===== src/rtl/hilo_ctrl.sv =====
`default_nettype none
`timescale 1ns/1ps
// ============================================================================
// Module   : hilo_ctrl
// Brief    : Execute-stage HI/LO sequencer: launches the shared multiplier or
//            divider with operand magnitudes, sign-corrects results, owns HI/LO.
// Revision : 1.0 - initial release
// ============================================================================
module hilo_ctrl #(
    parameter bit DIV0_KEEP = 1'b1
) (
    input  logic        clk,
    input  logic        resetn,
    input  logic        req_valid,
    input  logic [2:0]  req_op,
    input  logic [31:0] req_a,
    input  logic [31:0] req_b,
    input  logic        flush,
    output logic        stall,
    output logic        busy,
    output logic        mul_start,
    output logic [31:0] mul_a,
    output logic [31:0] mul_b,
    input  logic        mul_done,
    input  logic [63:0] mul_c,
    output logic        div_start,
    output logic [31:0] div_a,
    output logic [31:0] div_b,
    input  logic        div_done,
    input  logic [63:0] div_c,
    output logic [31:0] hi,
    output logic [31:0] lo
);

    localparam logic [1:0] c_st_idle  = 2'd0;
    localparam logic [1:0] c_st_mul   = 2'd1;
    localparam logic [1:0] c_st_div   = 2'd2;
    localparam logic [1:0] c_st_drain = 2'd3;

    localparam logic [2:0] c_op_mult  = 3'd0;
    localparam logic [2:0] c_op_multu = 3'd1;
    localparam logic [2:0] c_op_div   = 3'd2;
    localparam logic [2:0] c_op_divu  = 3'd3;
    localparam logic [2:0] c_op_mthi  = 3'd4;
    localparam logic [2:0] c_op_mtlo  = 3'd5;

    logic [1:0]  r_state;
    logic [1:0]  w_state_next;
    logic        r_neg_q;      // quotient / product sign: nega ^ negb
    logic        r_neg_r;      // remainder sign: nega
    logic        r_raw;        // divide-by-zero launched: write result uncorrected
    logic        r_unit_div;   // which unit a DRAIN is waiting on
    logic        r_mul_start;
    logic        r_div_start;
    logic [31:0] r_mul_a;
    logic [31:0] r_mul_b;
    logic [31:0] r_div_a;
    logic [31:0] r_div_b;
    logic [31:0] r_hi;
    logic [31:0] r_lo;

    logic        w_is_mul;
    logic        w_is_div;
    logic        w_is_mt;
    logic        w_hilo_req;
    logic        w_signed;
    logic        w_b_zero;
    logic        w_div_skip;
    logic        w_neg_a;
    logic        w_neg_b;
    logic [31:0] w_mag_a;
    logic [31:0] w_mag_b;
    logic        w_stall;
    logic        w_launch_mul;
    logic        w_launch_div;
    logic        w_wr_mt;
    logic        w_wr_mul;
    logic        w_wr_div;
    logic [63:0] w_mul_res;
    logic [31:0] w_quo;
    logic [31:0] w_rem;

    assign w_is_mul   = (req_op == c_op_mult) || (req_op == c_op_multu);
    assign w_is_div   = (req_op == c_op_div)  || (req_op == c_op_divu);
    assign w_is_mt    = (req_op == c_op_mthi) || (req_op == c_op_mtlo);
    assign w_hilo_req = req_valid && (w_is_mul || w_is_div || w_is_mt);
    assign w_signed   = (req_op == c_op_mult) || (req_op == c_op_div);
    assign w_b_zero   = (req_b == 32'd0);
    assign w_div_skip = w_is_div && w_b_zero && DIV0_KEEP;
    assign w_neg_a    = w_signed && req_a[31];
    assign w_neg_b    = w_signed && req_b[31];
    assign w_mag_a    = w_neg_a ? (32'd0 - req_a) : req_a;
    assign w_mag_b    = w_neg_b ? (32'd0 - req_b) : req_b;

    always_comb begin
        w_state_next = r_state;
        w_stall      = 1'b0;
        w_launch_mul = 1'b0;
        w_launch_div = 1'b0;
        w_wr_mt      = 1'b0;
        w_wr_mul     = 1'b0;
        w_wr_div     = 1'b0;
        case (r_state)
            c_st_idle: begin
                if (req_valid && !flush) begin
                    if (w_is_mul) begin
                        w_launch_mul = 1'b1;
                        w_stall      = 1'b1;
                        w_state_next = c_st_mul;
                    end else if (w_is_div && !w_div_skip) begin
                        w_launch_div = 1'b1;
                        w_stall      = 1'b1;
                        w_state_next = c_st_div;
                    end else if (w_is_mt) begin
                        w_wr_mt = 1'b1;
                    end
                end
            end
            c_st_mul: begin
                if (flush) begin
                    w_state_next = mul_done ? c_st_idle : c_st_drain;
                end else if (mul_done) begin
                    w_wr_mul     = 1'b1;
                    w_state_next = c_st_idle;
                end else begin
                    w_stall = 1'b1;
                end
            end
            c_st_div: begin
                if (flush) begin
                    w_state_next = div_done ? c_st_idle : c_st_drain;
                end else if (div_done) begin
                    w_wr_div     = 1'b1;
                    w_state_next = c_st_idle;
                end else begin
                    w_stall = 1'b1;
                end
            end
            default: begin
                // New HI/LO ops wait here until the abandoned unit reports done.
                w_stall = w_hilo_req && !flush;
                if (r_unit_div ? div_done : mul_done) begin
                    w_state_next = c_st_idle;
                end
            end
        endcase
    end

    assign w_mul_res = r_neg_q ? (64'd0 - mul_c) : mul_c;
    assign w_quo     = (r_neg_q && !r_raw) ? (32'd0 - div_c[31:0])  : div_c[31:0];
    assign w_rem     = (r_neg_r && !r_raw) ? (32'd0 - div_c[63:32]) : div_c[63:32];

    always_ff @(posedge clk or negedge resetn) begin
        if (!resetn) begin
            r_state     <= c_st_idle;
            r_neg_q     <= 1'b0;
            r_neg_r     <= 1'b0;
            r_raw       <= 1'b0;
            r_unit_div  <= 1'b0;
            r_mul_start <= 1'b0;
            r_div_start <= 1'b0;
            r_mul_a     <= 32'd0;
            r_mul_b     <= 32'd0;
            r_div_a     <= 32'd0;
            r_div_b     <= 32'd0;
        end else begin
            r_state     <= w_state_next;
            r_mul_start <= w_launch_mul;
            r_div_start <= w_launch_div;
            if (w_launch_mul || w_launch_div) begin
                r_neg_q    <= w_neg_a ^ w_neg_b;
                r_neg_r    <= w_neg_a;
                r_raw      <= w_launch_div && w_b_zero;
                r_unit_div <= w_launch_div;
            end
            if (w_launch_mul) begin
                r_mul_a <= w_mag_a;
                r_mul_b <= w_mag_b;
            end
            if (w_launch_div) begin
                r_div_a <= w_mag_a;
                r_div_b <= w_mag_b;
            end
        end
    end

    always_ff @(posedge clk or negedge resetn) begin
        if (!resetn) begin
            r_hi <= 32'd0;
            r_lo <= 32'd0;
        end else if (w_wr_mul) begin
            r_hi <= w_mul_res[63:32];
            r_lo <= w_mul_res[31:0];
        end else if (w_wr_div) begin
            r_hi <= w_rem;
            r_lo <= w_quo;
        end else if (w_wr_mt) begin
            if (req_op == c_op_mthi) begin
                r_hi <= req_a;
            end else begin
                r_lo <= req_a;
            end
        end
    end

    assign stall     = w_stall;
    assign busy      = (r_state != c_st_idle);
    assign mul_start = r_mul_start;
    assign mul_a     = r_mul_a;
    assign mul_b     = r_mul_b;
    assign div_start = r_div_start;
    assign div_a     = r_div_a;
    assign div_b     = r_div_b;
    assign hi        = r_hi;
    assign lo        = r_lo;

endmodule
`default_nettype wire


===== config.mk =====
export PLATFORM = sky130hd
export DESIGN_NAME = hilo_ctrl
export DESIGN_NICKNAME = d
export VERILOG_FILES = /design/src/rtl/hilo_ctrl.sv
export SDC_FILE = /design/constraint.sdc
export NUM_CORES = 1
export LEC_CHECK = 0
export ABC_AREA = 1
export ABC_CLOCK_PERIOD_IN_PS = 2100
export BUFFER_PORTS_ARGS = -buffer_cell sky130_fd_sc_hd__buf_2
export CORE_MARGIN = 3
export CORE_UTILIZATION = 49
export DETAILED_ROUTE_END_ITERATION = 8
export GPL_ROUTABILITY_DRIVEN = 1
export MAX_ROUTING_LAYER = met4
export PLACE_DENSITY = 0.88
export SETUP_SLACK_MARGIN = 0.1
export SYNTH_ARGS = -nofsm -noshare
export SYNTH_HDL_FRONTEND = slang
export SYNTH_SLANG_ARGS = --single-unit
export TNS_END_PERCENT = 1

===== constraint.sdc =====
create_clock -name clk -period 2.1 [get_ports clk]
set_input_delay 0.42 -clock clk [delete_from_list [all_inputs] [get_ports clk]]
set_output_delay 0.42 -clock clk [all_outputs]
set_load 0.01 [all_outputs]

# Yosys cells after proc, flatten, opt, wreduce, memory -nomap -nowiden
# Cells that the tools add are included.
[word_totals]
ff_bits = 200
out_inout_bits = 196
word_cells = 111
[op_classes]
bitwise = 1
n_addsub = 5
n_reduce_logical = 30
n_eq_ne = 12
n_mux = 50
[op_table]
columns = ["cell", "count"]
rows = [
  ["32-bit two-way mux", 12],
  ["1-bit by 32-bit subtractor with 32-bit output, first input constant", 4],
  ["64-bit two-way mux", 1],
  ["1-bit by 64-bit subtractor with 64-bit output, first input constant", 1],
  ["32-bit logical NOT", 1],
  ["1-bit two-way mux", 25],
  ["2-bit two-way mux", 10],
  ["3-bit inequality test, second input constant", 4],
  ["1-bit logical AND", 10],
  ["1-bit logical OR", 7],
  ["3-bit by 2-bit equality test with 1-bit output, second input constant", 2],
  ["3-bit equality test, second input constant", 2],
  ["2-bit one-hot mux with 3 select lines", 1],
  ["3-bit nonzero test", 2],
  ["5-bit AND reduction", 1],
  ["2-bit AND reduction", 2],
  ["4-bit nonzero test", 1],
  ["3-bit by 1-bit equality test with 1-bit output, second input constant", 1],
  ["1-bit logical NOT", 3],
  ["3-bit logical NOT", 1],
  ["1-bit one-hot mux with 3 select lines", 1],
  ["2-bit by 1-bit equality test with 1-bit output, second input constant", 1],
  ["2-bit equality test, second input constant", 1],
  ["2-bit logical NOT", 1],
  ["other kinds (3)", 3],
]

# Logic depth before layout (Yosys ltp)
[depth]
depth_word = 12
ltp_mapped = 15

# Least setup slack after synthesis
# No wires, ideal clock.
[synth_path]
path_type = "input to output"
startpoint = "in req_b[0]"
endpoint = "out stall"
slack_ns = -0.011
stages = 11
required_ns = 1.680
arrival_time_ns = 1.691
path_cell_list = "inv_1 -> ha_1 -> inv_1 -> nor3_1 -> nand4_1 -> nor2_1 -> nand2_1 -> nand4_2 -> nand2_1 -> a21oi_1 -> nand2_1"
[synth_via]
elab_chain_cells = 8
[synth_rtl]
columns = ["item", "line", "source"]
rows = [
  ["from (decl)", "17", "input logic [31:0] req_b,"],
  ["32-bit logical NOT", "88", "assign w_b_zero = (req_b == 32'd0);"],
  ["1-bit logical AND", "89", "assign w_div_skip = w_is_div && w_b_zero && DIV0_KEEP;"],
  ["1-bit logical NOT", "110", "end else if (w_is_div && !w_div_skip) begin"],
  ["1-bit logical AND", "110", ""],
  ["1-bit two-way mux", "110", ""],
  ["1-bit two-way mux", "106", "if (w_is_mul) begin"],
  ["1-bit two-way mux", "105", "if (req_valid && !flush) begin"],
  ["1-bit one-hot mux with 3 select lines", "103", "case (r_state)"],
  ["to (decl)", "19", "output logic stall,"],
]
# Every way passes these cells.

# Worst setup path after layout
[layout_path]
startpoint = "reg r_state[1]"
endpoint = "out stall"
[layout_via]
elab_chain_cells = 2
[layout_rtl]
columns = ["item", "line", "source"]
rows = [
  ["from (decl)", "47", "logic [1:0] r_state;"],
  ["from (signal assigned)", "155", "r_state <= c_st_idle;"],
  ["from (signal assigned)", "167", "r_state <= w_state_next;"],
  ["2-bit equality test (tied with other cells)", "103", ""],
  ["1-bit one-hot mux with 3 select lines *", "103", ""],
]
# Mark *: on every way between the ends. The rest lies on a longest branch, timed or not.

==> results by stage <==
Placement:
- At the end of routability-driven placement, the weighted congestion stood at 1.06.
- The HPWL after detailed placement is 49.9 mm.
- Buffers placed on the I/O ports in this run total 396.
- The number of placed instances, taps included, is 3,237.

CTS:
- The number of buffers created by CTS is 17.
- The clock drives 200 sinks.
- The clock tree from TritonCTS is built.
- The clock slew at the register clock pins of the worst setup and hold paths is 0.08 ns.
- The clock root buffer is sky130_fd_sc_hd__clkbuf_16.
- Clock latency on the worst-skew pair, taken at its later pin, is 0.47 ns.
- No sink is reached through more buffers than the 2 on the longest clock path.
- The H-tree was split into 4 levels.

Run status:
- The run finished, with violations left.
- The checks that failed: setup timing.

Synthesis:
- The cell area that synthesis handed to floorplanning was 14,500 um^2.
- The sequential share of the synthesized area is 0.346.
- The cell count after synthesis is 2,381.
- The net count after synthesis is 2,587.
- The combinational family with the most area after synthesis is simple AND/OR/NAND/NOR gates.
- The fraction of synthesized area in multiplexers is 0.
- Of the total synthesized cell area, the portion taken by full adders, half adders and majority gates is 0.00433.
- The number of different library cells used by synthesis comes to 34.
- The share of the synthesized area in compound gates (AO/OA/AOI/OAI) is 0.0979.
- Of the total synthesized cell area, the portion taken by XOR and XNOR cells is 0.0376.
- Yosys printed 0 warnings.
- The post-synthesis area per instance is 6.07 um^2.
- Of the total synthesized cell area, the portion taken by AND, OR, NAND and NOR gates is 0.440.
- The number of storage elements in the synthesis netlist is 200.

Floorplanning:
- The die width is 178 um.
- The floorplan core area is 28,900 um^2.
- The floorplan step defined a die boundary enclosing 31,600 um^2.
- In this run the count of I/O pins placed on the die edge is 397.
- The height of the chip is 178 um.
- The initial utilization of the core area, before any placement, comes to 0.501.
- The floorplan has 62 rows.

Power and ir drop:
- The overall power consumption is 21.9 mW.
- The largest vdd supply drop is 0.000606 V.
- Power spread over the standard cell area amounts to 1160 nW/um^2.
- The cell leakage power is 10.1 nW.

STA:
- The slew at the pin closest to its max-slew limit is 0.601 ns.
- In the finished design, the share of the clock period the worst path needs comes to 1.05.
- The smallest setup slack after layout is -0.110 ns.
- The hold violation total from the final report came to 0.
- The fmax is 453 MHz.
- The worst relative slew slack is 0.599.
- Setup repair after global routing could not meet its margin everywhere.
- The max-slew violation total from the final report came to 0.
- The shortest period the worst path allows is 2.21 ns.
- Setup violations remaining at the end of the flow were counted as 1.
- The worst-case clock skew is 0.0312 ns.

Routing:
- The routed via count divided by cell count is 5.71.
- For this run, the detailed router's first-pass iteration total came to 9.
- Once detail routing completed, the nets flagged for antenna violations numbered 0.
- After detailed routing, the average wire length per cell comes to 19.5 um.
- The first routing iteration left 2,148 violations.
- In the routed design, unresolved DRC markers number 0.
- The total via count in the routed design is 18,747.
- The total wire length is 64.0 mm.

Critical path:
- The cell family with the largest share of critical-path delay is simple AND/OR/NAND/NOR gates.
- At the worst endpoint, the required time is 1.68 ns.
- The kind of launch point of the worst setup path is a flop.
- The worst setup path is captured at an output pin.
- The critical path is of the reg -> out type.
- The data arrival time at the worst-slack endpoint is 1.79 ns.
- The critical path goes through nor2_4 -> buf_6 -> nand2_2 -> nor2_4 -> inv_2 -> nand2_2 -> a21oi_2 -> nand2_1 -> buf_2.
- The number of buffers and inverters on the critical path is 3.
- The largest single stage delay on the critical path is 0.45 ns.
- Of all nets on the critical path, the largest fanout is 4.
- The cell with the largest stage delay on the worst path is sky130_fd_sc_hd__dfrtp_2.

Hold path:
- The worst hold-check path type is in -> reg.

Flow run:
- Across the run, the number of max-cap violations was 0.

Global route:
- In the global route stage, overall resource usage came out at 0.404.
- The number of antenna violations at the first check in global routing is 5.
- The pin count of the biggest net entering global routing is 77.
- The first global-routing pass estimated 95.6 mm of wire.
- The global route total overflow is 0.
- The number of global-route vias before repair is 17,587.

Layout:
- For this run, the post-layout net count is 3,087.
- The fraction of final layout cells sized beyond drive strength 1 is 0.226.
- Compared with the post-synthesis result, the final layout area differs by 30.3%.
- The count of non-filler cells in the finished layout is 3,284.
## synthesized netlist by cell type
library cell | instances | area [um^2]
sky130_fd_sc_hd__a21oi_1 | 102 | 510
sky130_fd_sc_hd__a31oi_1 | 10 | 62.6
sky130_fd_sc_hd__and2_1 | 2 | 12.5
sky130_fd_sc_hd__buf_1 | 4 | 15.0
sky130_fd_sc_hd__buf_2 | 32 | 160
sky130_fd_sc_hd__buf_4 | 4 | 30.0
sky130_fd_sc_hd__clkbuf_1 | 41 | 154
sky130_fd_sc_hd__clkinv_1 | 1 | 3.75
sky130_fd_sc_hd__dfrtp_1 | 200 | 5000
sky130_fd_sc_hd__ha_1 | 5 | 62.6
sky130_fd_sc_hd__inv_1 | 177 | 664
sky130_fd_sc_hd__inv_2 | 11 | 41.3
sky130_fd_sc_hd__nand2_1 | 964 | 3620
sky130_fd_sc_hd__nand2_2 | 2 | 12.5
sky130_fd_sc_hd__nand3_1 | 190 | 951
sky130_fd_sc_hd__nand3b_1 | 13 | 97.6
sky130_fd_sc_hd__nand4_1 | 31 | 194
sky130_fd_sc_hd__nand4_2 | 2 | 25.0
sky130_fd_sc_hd__nor2_1 | 329 | 1230
sky130_fd_sc_hd__nor2_2 | 12 | 75.1
sky130_fd_sc_hd__nor3_1 | 15 | 75.1
sky130_fd_sc_hd__nor3_4 | 1 | 16.3
sky130_fd_sc_hd__nor3b_1 | 2 | 15.0
sky130_fd_sc_hd__nor4_1 | 1 | 6.26
sky130_fd_sc_hd__o2111ai_1 | 1 | 8.76
sky130_fd_sc_hd__o211ai_1 | 2 | 15.0
sky130_fd_sc_hd__o21ai_0 | 130 | 651
sky130_fd_sc_hd__o21ai_1 | 22 | 110
sky130_fd_sc_hd__o21ai_2 | 2 | 17.5
sky130_fd_sc_hd__o22ai_1 | 3 | 18.8
sky130_fd_sc_hd__o31ai_1 | 3 | 22.5
sky130_fd_sc_hd__or2_2 | 5 | 31.3
sky130_fd_sc_hd__xnor2_1 | 15 | 131
sky130_fd_sc_hd__xor2_1 | 47 | 412
## through the flow
stage / area, um^2 / setup slack (ns) / util / hold slack [ns] / setup TNS (ns)
finish: 18800 / -0.110 / 0.653 / 0.305 / -0.110
global route: 18800 / -0.163 / 0.653 / 0.336 / -0.374
CTS: 18700 / -0.126 / 0.646 / 0.305 / -0.126
detailed placement: 18000 / -0.232 / 0.622 / 0.455 / -13.25
global placement: 18000 / -0.191 / 0.622 / 0.442 / -8.19
floorplan: 14500 / 0.111 / - / 0.124 / 0
## registers in the layout (all words and copies together) (netlist names), 2 cells and up
signal	flops
div_a	32
div_b	32
hi	32
lo	32
mul_a	32
mul_b	32
r_state	2
## worst reg2reg max path, cell delays in order, from the launching register on
cell,delay (ns)
sky130_fd_sc_hd__dfrtp_2,0.45
sky130_fd_sc_hd__buf_6,0.14
sky130_fd_sc_hd__buf_4,0.13
sky130_fd_sc_hd__nand4_2,0.15
sky130_fd_sc_hd__inv_2,0.09
sky130_fd_sc_hd__nor2_1,0.17
sky130_fd_sc_hd__nand2_2,0.18
sky130_fd_sc_hd__buf_12,0.21
sky130_fd_sc_hd__inv_2,0.21
sky130_fd_sc_hd__nor2_1,0.09
sky130_fd_sc_hd__a21oi_1,0.17
## logic make-up (layout without fill, tap and decap cells)
kind of cell	after synthesis	after routing
DFF	200	200
buffers and inverters	270	782
AOI/OAI and AO/OA	275	275
and+or+nand+nor	1569	1569
other	0	7
xor gates and xnor gates	62	62
adders and majority gates	5	5
## placed cells by master (no fill, tap or decap), types with 47 or more instances in the layout
master / netlist / final
sky130_fd_sc_hd__inv_1: 177 / 173
sky130_fd_sc_hd__o21ai_0: 130 / 127
sky130_fd_sc_hd__dfrtp_1: 200 / 198
sky130_fd_sc_hd__a21oi_1: 102 / 97
sky130_fd_sc_hd__buf_2: 32 / 393
sky130_fd_sc_hd__nor2_1: 329 / 325
sky130_fd_sc_hd__buf_4: 4 / 147
sky130_fd_sc_hd__xor2_1: 47 / 47
sky130_fd_sc_hd__nand2_1: 964 / 961
sky130_fd_sc_hd__nand3_1: 190 / 188
## path summary, 6_finish.rpt
check,from,end,slack [ns],depth (start not counted)
min,req_b[31],mul_b[31],0.30,3
max in group asynchronous,resetn,div_a[19],0.88,3
max reg2reg,r_state[1],lo[23],0.02,10
min in group asynchronous,resetn,lo[9],0.52,2
max,r_state[1],stall,-0.11,9
min reg2reg,mul_b[19],mul_b[19],0.48,2
## layer usage
metal,track usage,wire length (um)
met2,0.650,29700
met3,0.0738,6440
met4,0.257,4690
met1,0.466,23200
met5,-,0
## what timing repair did
item	CTS	global route
gates resized for setup	14	37
hold buffers	1	0
hold endpoints to repair	12	0
pin swaps	6	15
setup buffers	3	5
endpoints found under the setup margin	1	51
## power breakdown
group,internal [mW],total (mW),switching [mW]
logic,4.33,11.5,7.16
clock network,1.82,3.64,1.82
registers,5.59,6.80,1.21
## layout make-up
| class | instances | area, um^2 |
|---|---|---|
| antenna | 7 | 17.5 |
| clock buffer | 17 | 425 |
| timing repair buffer | 562 | 3450 |
| inverter | 189 | 727 |
| sequential | 200 | 5010 |
| fill | 2626 | 10000 |
| tap | 384 | 480 |
| clock inverter | 14 | 186 |
| multi-input combinational | 1911 | 8540 |
Power figures use the tool's default switching activity.
